--- config.mk ---
export PLATFORM = sky130hd
export DESIGN_NAME = pipe_stage_skid
export DESIGN_NICKNAME = d
export VERILOG_FILES = /design/src/rtl/pipe_stage_skid.sv
export SDC_FILE = /design/constraint.sdc
export NUM_CORES = 1
export LEC_CHECK = 0
export ABC_AREA = 1
export ABC_CLOCK_PERIOD_IN_PS = 1900
export CORE_MARGIN = 4
export CORE_UTILIZATION = 48
export DETAILED_ROUTE_END_ITERATION = 12
export PLACE_DENSITY = 0.92
export RECOVER_POWER = 50
export SLEW_MARGIN = 20
export SYNTH_ARGS = -nofsm -noshare
export SYNTH_HDL_FRONTEND = slang
export SYNTH_SLANG_ARGS = --single-unit
--- constraint.sdc ---
create_clock -name Clk -period 1.9 [get_ports Clk]
set_clock_uncertainty 0.05 [all_clocks]
set_input_delay 0.38 -clock Clk [delete_from_list [all_inputs] [get_ports Clk]]
set_output_delay 0.38 -clock Clk [all_outputs]
set_load 0.01 [all_outputs]
--- src/rtl/pipe_stage_skid.sv ---
// Pipeline stage register with valid/ready handshake, 2-entry skid buffer, flush and NOP bubbles.
// Optional performance counters are enabled by defining STAGE_PERF_EN.
module pipe_stage_skid #(
  parameter int                 DATA_W   = 32,
  parameter int                 CTRL_W   = 16,
  parameter logic [CTRL_W-1:0]  NOP_CTRL = '0,
  parameter int                 CNT_W    = 16
) (
  input  logic              Clk,
  input  logic              Clr,
  input  logic              in_valid,
  output logic              in_ready,
  input  logic [DATA_W-1:0] in_data,
  input  logic [CTRL_W-1:0] in_ctrl,
  input  logic              bubble,
  input  logic              flush,
  output logic              out_valid,
  input  logic              out_ready,
  output logic [DATA_W-1:0] out_data,
  output logic [CTRL_W-1:0] out_ctrl,
  output logic [1:0]        occupancy,
  output logic [CNT_W-1:0]  stall_cnt,
  output logic [CNT_W-1:0]  bubble_cnt,
  output logic [CNT_W-1:0]  flush_cnt
);

  // Encoding equals the beat count, so occupancy doubles as the FSM state debug view.
  typedef enum logic [1:0] {EMPTY = 2'd0, ONE = 2'd1, FULL = 2'd2} state_t;

  state_t            state_q, state_d;
  logic [DATA_W-1:0] main_data_q, skid_data_q, beat_data;
  logic [CTRL_W-1:0] main_ctrl_q, skid_ctrl_q, beat_ctrl;
  logic              push, pop;
  logic              load_main, load_skid, main_from_skid;

  // Handshake: a beat moves on a port in any cycle where its valid and ready are both high.
  assign in_ready  = (state_q != FULL) & ~bubble;
  assign out_valid = (state_q != EMPTY);
  assign push      = (in_valid & in_ready) | (bubble & (state_q != FULL));
  assign pop       = out_valid & out_ready;
  assign beat_data = bubble ? '0 : in_data;
  assign beat_ctrl = bubble ? NOP_CTRL : in_ctrl;
  assign occupancy = state_q;
  assign out_data  = (state_q == EMPTY) ? '0 : main_data_q;
  assign out_ctrl  = (state_q == EMPTY) ? NOP_CTRL : main_ctrl_q;

  always_comb begin
    state_d        = state_q;
    load_main      = 1'b0;
    load_skid      = 1'b0;
    main_from_skid = 1'b0;
    if (flush) begin
      state_d = EMPTY;
    end else begin
      case (state_q)
        EMPTY: if (push) begin
          state_d   = ONE;
          load_main = 1'b1;
        end
        ONE: begin
          if (push && pop) begin
            load_main = 1'b1;
          end else if (push) begin
            state_d   = FULL;
            load_skid = 1'b1;
          end else if (pop) begin
            state_d = EMPTY;
          end
        end
        FULL: if (pop) begin
          state_d        = ONE;
          main_from_skid = 1'b1;
        end
        default: state_d = EMPTY;
      endcase
    end
  end

  always_ff @(posedge Clk or negedge Clr) begin
    if (!Clr) state_q <= EMPTY;
    else      state_q <= state_d;
  end

  always_ff @(posedge Clk or negedge Clr) begin
    if (!Clr) begin
      main_data_q <= '0;
      main_ctrl_q <= NOP_CTRL;
      skid_data_q <= '0;
      skid_ctrl_q <= NOP_CTRL;
    end else begin
      if (load_main) begin
        main_data_q <= beat_data;
        main_ctrl_q <= beat_ctrl;
      end else if (main_from_skid) begin
        main_data_q <= skid_data_q;
        main_ctrl_q <= skid_ctrl_q;
      end
      if (load_skid) begin
        skid_data_q <= beat_data;
        skid_ctrl_q <= beat_ctrl;
      end
    end
  end

`ifdef STAGE_PERF_EN
  logic stall_inc, bubble_inc, flush_inc;
  // A bubble that coincides with a flush is never stored, so it is not counted.
  assign stall_inc  = out_valid & ~out_ready;
  assign bubble_inc = bubble & (state_q != FULL) & ~flush;
  assign flush_inc  = flush & (state_q != EMPTY);

  always_ff @(posedge Clk or negedge Clr) begin
    if (!Clr) begin
      stall_cnt  <= '0;
      bubble_cnt <= '0;
      flush_cnt  <= '0;
    end else begin
      if (stall_inc && (stall_cnt != '1))   stall_cnt  <= stall_cnt + 1'b1;
      if (bubble_inc && (bubble_cnt != '1)) bubble_cnt <= bubble_cnt + 1'b1;
      if (flush_inc && (flush_cnt != '1))   flush_cnt  <= flush_cnt + 1'b1;
    end
  end
`else
  assign stall_cnt  = '0;
  assign bubble_cnt = '0;
  assign flush_cnt  = '0;
`endif

endmodule

==> flow_metrics.py <==
metrics = {
    "clocking": {
        "insertion_delay_ns": 0.36,
        "cts_sinks": 98,
        "clockBufferDepth": 2,
        "numCtsBuffers": 9,
        "cts_tree": "yes",
        "clk_pin_slew_ns": 0.09,
        "clockRootBuffer": "clkbuf_8",
        "cts.htree.levels": 3,
    },
    "synth": {
        "synth_top_area_share": 0.462,
        "yosys-top-cells-area": "dfrtp_1 (46%), nand2_1 (18%), nand3_1 (9.2%)",
        "ys_top_cells_by_count": "nand2_1 (249), inv_1 (101), nor2_1 (100)",
        "yosysUniqueCellTypes": 17,
        "async_flop_share": 1.00,
        "yosysTopAreaCell": "dfrtp_1",
        "ys_seq_elements": 98,
        "synthCells": 748,
        "yosysSeqAreaShare": 0.462,
        "syn_avg_cell_area_sq_um": 7.10,
        "ys_warn_count": 0,
        "synth-edff-count": 0,
        "yosys.cell_count.top_type": "nand2_1",
        "synth_area_sq_um": 5310,
        "ys.flop_type": "dfrtp_1",
    },
    "setup_path": {
        "rrSetupSlack_ns": 0.11,
        "cp-endpoint": "out_data[9]",
        "crit_type": "flip-flop to output pin",
        "rr_worst_depth": 8,
        "required_ns": 1.47,
        "cpPeakStageDelay_ns": 0.42,
        "r2r_start": "occupancy[1]$_DFFE_PN0P_",
        "cp-startpoint": "occupancy[0]$_DFFE_PN0P_",
        "crit_fanout": 10,
        "worstReg2RegEnd": "skid_ctrl_q[12]$_DFFE_PN0P_",
        "startpoint_type": "flip-flop",
        "slowest_stage": "dfrtp_1",
        "endpoint_kind": "output pin",
        "crit_chain": "nor2_4, buf_6, clkbuf_16, nor2_1, clkdlybuf4s15_1",
        "crit_arrival_ns": 1.51,
    },
    "routing": {
        "wl_per_cell_um": 12.9,
        "drc": 0,
        "drt_iter0_markers": 271,
        "vias": 4731,
        "vias_per_cell": 4.73,
        "postRouteAntennaNets": 0,
        "firstDrtPassIters": 5,
        "finalWirelength_mm": 12.9,
    },
    "die": {
        "die_area_sq_um": 12800,
        "placementRows": 38,
        "initial_core_util": 0.490,
        "die_y_um": 113,
        "ios": 154,
        "core_sq_um": 10800,
        "dieWidth_um": 113,
    },
    "sta": {
        "hold_viol": 0,
        "period_share": 1.02,
        "rsz0062_at_grt": "true",
        "hold_slack_ns": 0.426,
        "finalWorstSetupSlack_ns": -0.0370,
        "fin_setup_tns_ns": -0.0370,
        "max_freq_mhz": 516,
        "period_minus_slack_ns": 1.94,
        "max_slew_margin": 0.485,
        "maxSlewViolCount": 0,
        "worstMarginPinSlew_ns": 0.773,
        "finalSetupViolations": 1,
    },
    "cells_and_area": {
        "nets": 911,
        "fillCellCount": 945,
        "diodes": 0,
        "drive_gt1_frac": 0.137,
        "area.sequential_sq_um": 2450,
        "multiInputGateArea_sq_um": 2090,
        "syn2layout_area_growth_pct": 22.7,
    },
    "place": {
        "io_buffers": 105,
        "gp_congestion": 0.829,
        "hpwlAfterDp_mm": 8.69,
    },
    "global_routing": {
        "gr-usage-met3": 0.0455,
        "grt.busiest_layer": "met2",
        "antenna_found_initial": 0,
        "grt_use_total": 0.195,
        "grt_max_degree": 49,
        "grt_use_met1": 0.257,
        "overflow": 0,
        "grtUsageMet2": 0.324,
        "grt_pass1_wl_mm": 20.8,
        "grt_pass1_vias": 4528,
    },
    "hold_path": {
        "hp-class": "flip-flop to flip-flop",
    },
    "run_status": {
        "violations": "negative setup slack",
        "status": "finished with violations",
    },
    "power": {
        "p_leak_uw": 0.00362,
        "powerDensity_nw_per_um2": 858,
        "ir_drop_mv": 0.493,
        "total_power_uw": 5600,
    },
    "job": {
        "drv_cap": 0,
    },
}
## state kept, by name, summed over array words and instances, names as in the netlist
signal	flops
main_data_q	32
skid_data_q	32
main_ctrl_q	16
occupancy	2
skid_ctrl_q	16
## area by class of cell
class | count | area share
sequential | 98 | 0.376
multi-input combinational | 503 | 0.320
timing repair buffer | 140 | 0.190
inverter | 105 | 0.0604
tap | 140 | 0.0269
clock buffer | 9 | 0.0190
clock inverter | 6 | 0.00767
## worst min path at each step
stage          cells past startpoint                     endpoint  slack, ns                        start
2_1_floorplan                      0   main_ctrl_q[0]$_DFFE_PN0P_       0.03                          Clr
3_3_place_gp                       1   skid_data_q[1]$_DFFE_PN0P_       0.29                          Clr
3_5_place_dp                       1   skid_data_q[1]$_DFFE_PN0P_       0.30                          Clr
4_1_cts                            2  skid_data_q[27]$_DFFE_PN0P_       0.43  skid_data_q[27]$_DFFE_PN0P_
5_1_grt                            2   skid_data_q[1]$_DFFE_PN0P_       0.45   skid_data_q[1]$_DFFE_PN0P_
6_report                           2  skid_data_q[27]$_DFFE_PN0P_       0.43  skid_data_q[27]$_DFFE_PN0P_
## cells in the final DEF, fill, tap and decap left out
master / n
nor3_1: 1
buf_6: 5
nand3_2: 1
buf_4: 15
nor2_4: 5
nand2_1: 249
inv_6: 4
buf_2: 14
o211ai_1: 1
buf_16: 1
nor2_1: 90
clkinvlp_4: 2
clkdlybuf4s50_1: 51
dlygate4sd2_1: 3
dlygate4sd3_1: 1
nor2_2: 7
inv_2: 4
buf_12: 7
buf_8: 3
inv_1: 101
clkbuf_2: 34
nand4_2: 1
nand2_2: 1
clkbuf_16: 1
dfrtp_1: 98
clkdlybuf4s15_1: 1
clkdlybuf4s15_2: 1
nand3_1: 99
conb_1: 48
clkbuf_4: 3
clkbuf_8: 9
## timing repair
| action | 4_1_cts | 5_1_grt |
|---|---|---|
| pin swaps | 3 | 2 |
| hold buffers | 1 | 0 |
| buffers inserted | 6 | 7 |
| hold endpoints to repair | 28 | 0 |
| gates resized for setup | 95 | 98 |
| gates cloned | 1 | 1 |
| setup endpoints to repair | 52 | 44 |
## metrics by stage
step | setup WS (ns) | area (sq um) | utilization | std cells
final | -0.0370 | 6520 | 0.602 | 1001
after global routing | -0.0827 | 6520 | 0.602 | 1001
after CTS | -0.184 | 6570 | 0.606 | 995
after detailed placement | 0.0307 | 6400 | 0.591 | 973
after global placement | 0.0835 | 6400 | 0.591 | 973
after floorplan | 0.381 | 5490 | - | 795
## worst max-delay path: cells and delay by family, from the launching register on
family	cells	cell delay, ns
AND/OR/NAND/NOR	2	0.20
buffers and inverters	3	0.53
flip-flops	1	0.42
## kinds of logic (layout without fill, tap and decap cells)
family          after synthesis  after routing  share of synthesized area
flops                        98             98                      0.462
compound gates                1              1                    0.00141
other cells                   1             48                   0.000706
buf+inv                     194            260                      0.185
simple gates                454            454                      0.351
## power by group
part | total (uW) | switching (uW) | internal [uW]
sequential | 2800 | 257 | 2540
clock | 1230 | 744 | 488
combinational | 1570 | 878 | 687
total | 5600 | 1880 | 3720
## metal layers
metal | wire length, um | up-vias
met1 | 5420 | 2188
met4 | 148 | 0
met2 | 6380 | 184
met3 | 933 | 15
li1 | - | 2344
met5 | 0 | -
Power figures use the tool's default switching activity.
